===== config.mk =====
export PLATFORM = sky130hd
export DESIGN_NAME = viterbi_codec
export DESIGN_NICKNAME = d
export VERILOG_FILES = /design/src/rtl/viterbi_codec.sv
export SDC_FILE = /design/constraint.sdc
export NUM_CORES = 1
export LEC_CHECK = 0
export CAP_MARGIN = 0
export CORE_UTILIZATION = 40
export DETAILED_ROUTE_END_ITERATION = 8
export GPL_TIMING_DRIVEN = 0
export SYNTH_ARGS = -nofsm -noshare
export SYNTH_HDL_FRONTEND = slang
export SYNTH_SLANG_ARGS = --single-unit

===== constraint.sdc =====
create_clock -name clk -period 26.2 [get_ports clk]
set_input_delay 2.62 -clock clk [delete_from_list [all_inputs] [get_ports clk]]
set_output_delay 2.62 -clock clk [all_outputs]
set_load 0.05 [all_outputs]

===== src/rtl/viterbi_codec.sv =====
// rtl/viterbi_codec.sv - K=3 rate-1/2 (7,5) convolutional encoder and hard-decision register-exchange Viterbi decoder
module viterbi_codec #(
  parameter int TB_DEPTH = 16,
  parameter int PM_W     = 8
) (
  input  logic       clk,
  input  logic       rst,
  input  logic       enc_enable_i,
  input  logic       enc_d_i,
  output logic       enc_valid_o,
  output logic [1:0] enc_d_o,
  input  logic       dec_enable_i,
  input  logic [1:0] dec_d_i,
  output logic       dec_valid_o,
  output logic       dec_d_o
);

  localparam int CNT_W = $clog2(TB_DEPTH + 1);
  localparam logic [PM_W-1:0]  PM_MAX   = '1;
  localparam logic [CNT_W-1:0] CNT_FULL = CNT_W'(TB_DEPTH);
  localparam logic [CNT_W-1:0] CNT_LAST = CNT_W'(TB_DEPTH - 1);

  // Hamming distance between the symbol expected on branch p --b--> and the received symbol.
  function automatic logic [1:0] branch_metric(input logic [1:0] p, input logic b, input logic [1:0] rx);
    logic [1:0] diff;
    diff = {b ^ p[1] ^ p[0], b ^ p[0]} ^ rx;
    return {1'b0, diff[1]} + {1'b0, diff[0]};
  endfunction

  // Metric add that clamps at the top of the PM_W range instead of wrapping.
  function automatic logic [PM_W-1:0] sat_add(input logic [PM_W-1:0] a, input logic [1:0] bm);
    logic [PM_W:0] sum;
    sum = {1'b0, a} + {{(PM_W-1){1'b0}}, bm};
    return sum[PM_W] ? PM_MAX : sum[PM_W-1:0];
  endfunction

  logic [1:0]          enc_s;
  logic [PM_W-1:0]     pm      [4];
  logic [PM_W-1:0]     pm_next [4];
  logic [PM_W-1:0]     pm_norm [4];
  logic [TB_DEPTH-1:0] sr      [4];
  logic [TB_DEPTH-1:0] sr_next [4];
  logic [CNT_W-1:0]    sym_cnt;
  logic [1:0]          best;
  logic [PM_W-1:0]     pm_min;

  // Encoder: shift the new bit into {s1,s0} and emit {g0,g1} one cycle later.
  always_ff @(posedge clk or negedge rst) begin
    if (!rst) begin
      enc_s       <= 2'b00;
      enc_d_o     <= 2'b00;
      enc_valid_o <= 1'b0;
    end else if (enc_enable_i) begin
      enc_d_o     <= {enc_d_i ^ enc_s[1] ^ enc_s[0], enc_d_i ^ enc_s[0]};
      enc_valid_o <= 1'b1;
      enc_s       <= {enc_d_i, enc_s[1]};
    end else begin
      enc_d_o     <= 2'b00;
      enc_valid_o <= 1'b0;
    end
  end

  // Add-compare-select for all four states, then pick the best state and normalise metrics to min 0.
  always_comb begin
    logic [1:0]      st;
    logic [1:0]      pa;
    logic [1:0]      pb;
    logic [PM_W-1:0] ca;
    logic [PM_W-1:0] cb;
    st     = 2'b00;
    pa     = 2'b00;
    pb     = 2'b00;
    ca     = '0;
    cb     = '0;
    best   = 2'b00;
    pm_min = '0;
    for (int n = 0; n < 4; n++) begin
      pm_next[n] = '0;
      sr_next[n] = '0;
      pm_norm[n] = '0;
    end
    for (int n = 0; n < 4; n++) begin
      st = 2'(n);
      pa = {st[0], 1'b0};
      pb = {st[0], 1'b1};
      ca = sat_add(pm[pa], branch_metric(pa, st[1], dec_d_i));
      cb = sat_add(pm[pb], branch_metric(pb, st[1], dec_d_i));
      // Ties keep the predecessor whose oldest bit is 0.
      if (cb < ca) begin
        pm_next[n] = cb;
        sr_next[n] = {sr[pb][TB_DEPTH-2:0], st[1]};
      end else begin
        pm_next[n] = ca;
        sr_next[n] = {sr[pa][TB_DEPTH-2:0], st[1]};
      end
    end
    pm_min = pm_next[0];
    for (int n = 1; n < 4; n++) begin
      if (pm_next[n] < pm_min) begin
        pm_min = pm_next[n];
        best   = 2'(n);
      end
    end
    for (int n = 0; n < 4; n++) begin
      pm_norm[n] = pm_next[n] - pm_min;
    end
  end

  // Decoder state: metrics, survivors, fill counter and the registered decision.
  always_ff @(posedge clk or negedge rst) begin
    if (!rst) begin
      pm[0]       <= '0;
      pm[1]       <= PM_W'(4);
      pm[2]       <= PM_W'(4);
      pm[3]       <= PM_W'(4);
      for (int n = 0; n < 4; n++) begin
        sr[n] <= '0;
      end
      sym_cnt     <= '0;
      dec_valid_o <= 1'b0;
      dec_d_o     <= 1'b0;
    end else if (dec_enable_i) begin
      for (int n = 0; n < 4; n++) begin
        pm[n] <= pm_norm[n];
        sr[n] <= sr_next[n];
      end
      if (sym_cnt != CNT_FULL) begin
        sym_cnt <= sym_cnt + 1'b1;
      end
      if (sym_cnt >= CNT_LAST) begin
        dec_valid_o <= 1'b1;
      end
      dec_d_o <= sr_next[best][TB_DEPTH-1];
    end
  end

endmodule


Yosys cells after proc, flatten, opt, wreduce, memory -nomap -nowiden
Cells that the tools add are included.

Bits of input ports: 7. Output and inout bits: 5. Register bits: 104. Logic and storage cells: 77.

Muxes and demuxes: 27. Equal/unequal tests: 1. Add/sub/neg operators: 17. Bitwise gates (word level): 7. Reduce and logical (&&, ||, !) cells: 2. $lt $le $gt $ge: 9.

Operators with widths (number): $mux 8 (15); $mux 16 (6); $add 8x2->9 (8); $lt 8x8->1 (7); $bmux 16 s2 (1); $sub 8x8->8 (4); $add 1x1->2 (4); $mux 2 (3); $add 5x1->5 const B (1); $ge 5x4->1 const B (1); $ne 5x5->1 const B (1); $reduce_and 2->1 (2); $ge 3x3->1 const B (1); $not 2->3 (1); $xor 1x1->1 (3); $mux 1 (2); $not 1->1 (2); $not 2->2 (1).

Longest topological paths before layout
Depth after elaboration: 16. Mapped depth: 61. Gate-level depth less buffers: 55.

Worst setup path before layout
No wires, ideal clock.

Path type: input port to flip-flop. Start: in dec_d_i[0]. End: reg pm[6] (netlist bit). Cell stages on the path: 57. Buffers on the path: 5. Setup slack: 13035 ps. Arrival: 13040 ps. Library setup time: 125 ps. Required time: 26075 ps. Cell sequence: inv_1 > ha_1 > inv_1 > ha_1 > nor2b_1 > o21ai_0 > o21ai_0 > and3_1 > o21ai_0 > inv_1 > ha_1 > a21oi_1 > o221ai_1 > a21oi_1 > clkbuf_1 > mux2i_1 > inv_1 > ha_1 > [21 not listed] > o21ai_0 > nand2b_1 > a21oi_1 > o21ai_1 > a21oi_4 > buf_4 > clkbuf_1 > nand2_1 > o21ai_0 > ha_1 > inv_1 > ha_1 > o311ai_1 > a21oi_1 > a211o_1 > a31oi_1 > xnor2_1 > mux2_2.

Longest elaborated chain between the ends: 13. Elaborated cells between the ends (all ways): 37. Those cells by class: 13 x add/sub; 7 x order compare; 15 x mux; 2 x bitwise.

Ends and longest elaborated chain: start: declaration (line 13) `input logic [1:0] dec_d_i,`; $not 1->1 (no line) / $not 2->2 (equally long branches); $add 1x1->2 (line 27) `return {1'b0, diff[1]} + {1'b0, diff[0]};`; $add 8x2->9 (line 33) `sum = {1'b0, a} + {{(PM_W-1){1'b0}}, bm};`; $mux 8 (line 34) `return sum[PM_W] ? PM_MAX : sum[PM_W-1:0];`; $lt 8x8->1 (line 89) `if (cb < ca) begin`; $mux 8 (line 89); $lt 8x8->1 (line 99) `if (pm_next[n] < pm_min) begin`; $mux 8 (line 99); $lt 8x8->1 (line 99); $mux 8 (line 99); $lt 8x8->1 (line 99); $mux 8 (line 99); $sub 8x8->8 (*) (line 105) `pm_norm[n] = pm_next[n] - pm_min;`; end signal: indexed assignment (line 124) `pm[n] <= pm_norm[n];`; end: declaration (line 38) `logic [PM_W-1:0] pm [4];`.

Every way passes the cells marked *; elsewhere a longest branch is shown, timed or not. A chain may end at the register's enable or synchronous reset.

Final worst setup path
Ends and elaborated chain as after synthesis.

==> out/qor.csv <==
metric;value;unit
status;finished clean;
synthesis-stage register bit count;99;
Tightest Pin Transition;1160;ps
Syn Inst Count;1195;
Crit Path Category;input port to flip-flop;
fin. max-slew vios;0;
Area after DPL;10200;sq um
Die W;158;um
GR peak layer;met2;
syn nets;1282;
IO Count;12;
syn_area_per_cell;8.10;sq um
fin area;10600;sq um
CP startpoint kind;input port;
post-route ant nets;0;
port bufs;11;
Die H;158;um
Hold Crit Class;flip-flop to flip-flop;
final setup violating endpoints;0;
Commonest cells post-synth;nor2_1, nand2_1, a21oi_1;
met2 usage in global routing;39.1;%
max-cap violations;0;
NumNets Final;1305;
core area;23600;sq um
routability cong.;0.878;
CTS sink cnt;99;
CTS resizes;0;
CTS buffer count;9;
CTS Root Cell;clkbuf_16;
top cells by area, synth;dfrtp_1, ha_1, mux2i_1;
post-synth top area cell;dfrtp_1;
CP arrival;16680;ps
Slowest Stage Delay on Critical Path;580;ps
Clock Path Buffers;2;
CTS tree;built;
Clock transition at path regs;80;ps
number of vias per cell;5.77;
CP required;26460;ps
htree depth;3;
post-synth cell types;91;
final wirelength;28100;um
global-route wire length before repair;44600;um
met3 usage;2.92;%
hold buffers post-CTS;0;
M1 GR Usage;31.3;%
Fin Setup TNS;0;ps
minimum clock period after layout;16420;ps
Hold Violations, Final;0;
Achievable Freq;60.9;MHz
Yosys warnings;0;
slowest CP cell;clkbuf_1;
vias in the first global route;8263;
initial cell density of the core;41.0;%
routed wire length per instance;18.2;um
DPL Wire Length;21600;um
total track usage;23.4;%
DRT iter0 DRCs;711;
WP buf/inv;12;
post-synthesis async set-or-reset flop share;100;%
via count;8893;
family with the most delay on the worst path;compound AO/OA/AOI/OAI gates;
GRT overflow;0;
worst-skew pair later-pin latency;360;ps
Layout area overhead;9.10;%
share of the synthesized area in the top cell type;24.8;%
Initial DRT Pass Iterations;5;
initial antenna violation count;0;
synthesized area;9680;sq um
Final period util;62.7;%
CP Capture Type;flip-flop;
Fin Clk Skew;11.1;ps
Post-CTS Repair Setup Buffers;0;
count leader, synth;nor2_1;
ANT cells;0;
Seq/Total Area, Yosys;25.6;%
EDFF count, synth;0;
cell mode on critical path;ha_1;
Slew Limit Headroom;22.8;%
# DRC;0;
share of layout cells above drive strength 1;8.42;%
Top FF cell, synth;dfrtp_1;
pin count of the biggest net entering global routing;68;
die area;24800;sq um
crit path max fanout;10;
Site Rows;56;
RSZ-0062 raised after global routing;no;
[state kept, by name, summed over array words and instances (netlist names)]
register / cells
enc_s: 2
enc_valid_o: 1
pm: 32
dec_d_o: 1
dec_valid_o: 1
enc_d_o: 2
sr: 55
sym_cnt: 5
[path summary, 6_finish.rpt]
| check | start | end | slack, ps | cells after the start |
|---|---|---|---|---|
| worst min register to register | dec_valid_o | dec_valid_o | 470 | 1 |
| worst min-delay path | dec_valid_o | dec_valid_o | 470 | 1 |
| worst max-delay path | dec_d_i[0] | pm[6] | 9780 | 58 |
| max in group asynchronous | rst | pm[10] | 23240 | 2 |
| min in group asynchronous | rst | sr[22] | 2210 | 1 |
| worst max register to register | pm[18] | pm[6] | 12540 | 54 |
[worst register-to-register path, delay by kind of cell, from the launching register on]
family | cells | cell delay, ps
AO/OA/AOI/OAI | 23 | 5250
AND/OR/NAND/NOR | 12 | 2530
buffers and inverters | 9 | 2350
adder cells (fa/ha/maj) | 6 | 1850
multiplexers | 3 | 950
flip-flops | 1 | 580
XOR/XNOR | 1 | 80
[area by class of cell]
| cell class | instances | area (sq um) |
|---|---|---|
| clock buffer | 10 | 239 |
| multi-input combinational | 977 | 6720 |
| fill | 2408 | 13100 |
| sequential | 99 | 2480 |
| inverter | 63 | 236 |
| buffer | 56 | 244 |
| timing repair buffer | 12 | 135 |
| clock inverter | 6 | 108 |
| tap | 319 | 399 |
[cell usage in the layout, fill, tap and decap left out, types with 14 or more instances in the layout]
cell type / netlist / routed
nand2_1: 119 / 119
mux2i_1: 66 / 66
a31oi_1: 37 / 37
and3_1: 22 / 22
ha_1: 80 / 80
a21o_1: 14 / 14
xor2_1: 20 / 20
mux2_2: 21 / 21
dfrtp_1: 96 / 96
o21ai_0: 73 / 73
xnor2_1: 35 / 35
a21oi_1: 111 / 111
clkbuf_1: 38 / 38
inv_1: 63 / 63
nand4_1: 14 / 14
nor2_1: 129 / 129
nand3_1: 22 / 22
[metrics by stage]
stage / instances / util, % / worst slack [ps] / hold WS [ps]
4_1_cts: 1542 / 44.7 / 9930 / 474
3_3_place_gp: 1525 / 43.1 / 9700 / 457
5_1_grt: 1542 / 44.7 / 8730 / 506
3_5_place_dp: 1526 / 43.2 / 9610 / 459
6_report: 1542 / 44.7 / 9780 / 467
2_1_floorplan: 1195 / - / 13030 / 439
[metal layers]
metal  vias to the layer above  part of all wire [%]
li1                       4380                     -
met1                      4246                    46
met2                       233                    47
met3                        34                   4.5
met4                         0                   2.5
met5                         -                     0
[logic make-up after synthesis]
kind of cell	synth area share (%)
buffers and inverters	4.97
adder cells (fa/ha/maj)	10.9
multiplexers	9.88
flip-flops	25.6
XOR/XNOR	4.98
AO/OA/AOI/OAI	25.0
AND/OR/NAND/NOR	18.7
Power is left out: the tool's default activity adds up to more than one toggle a clock period on the data nets, which glitch-free logic cannot reach.
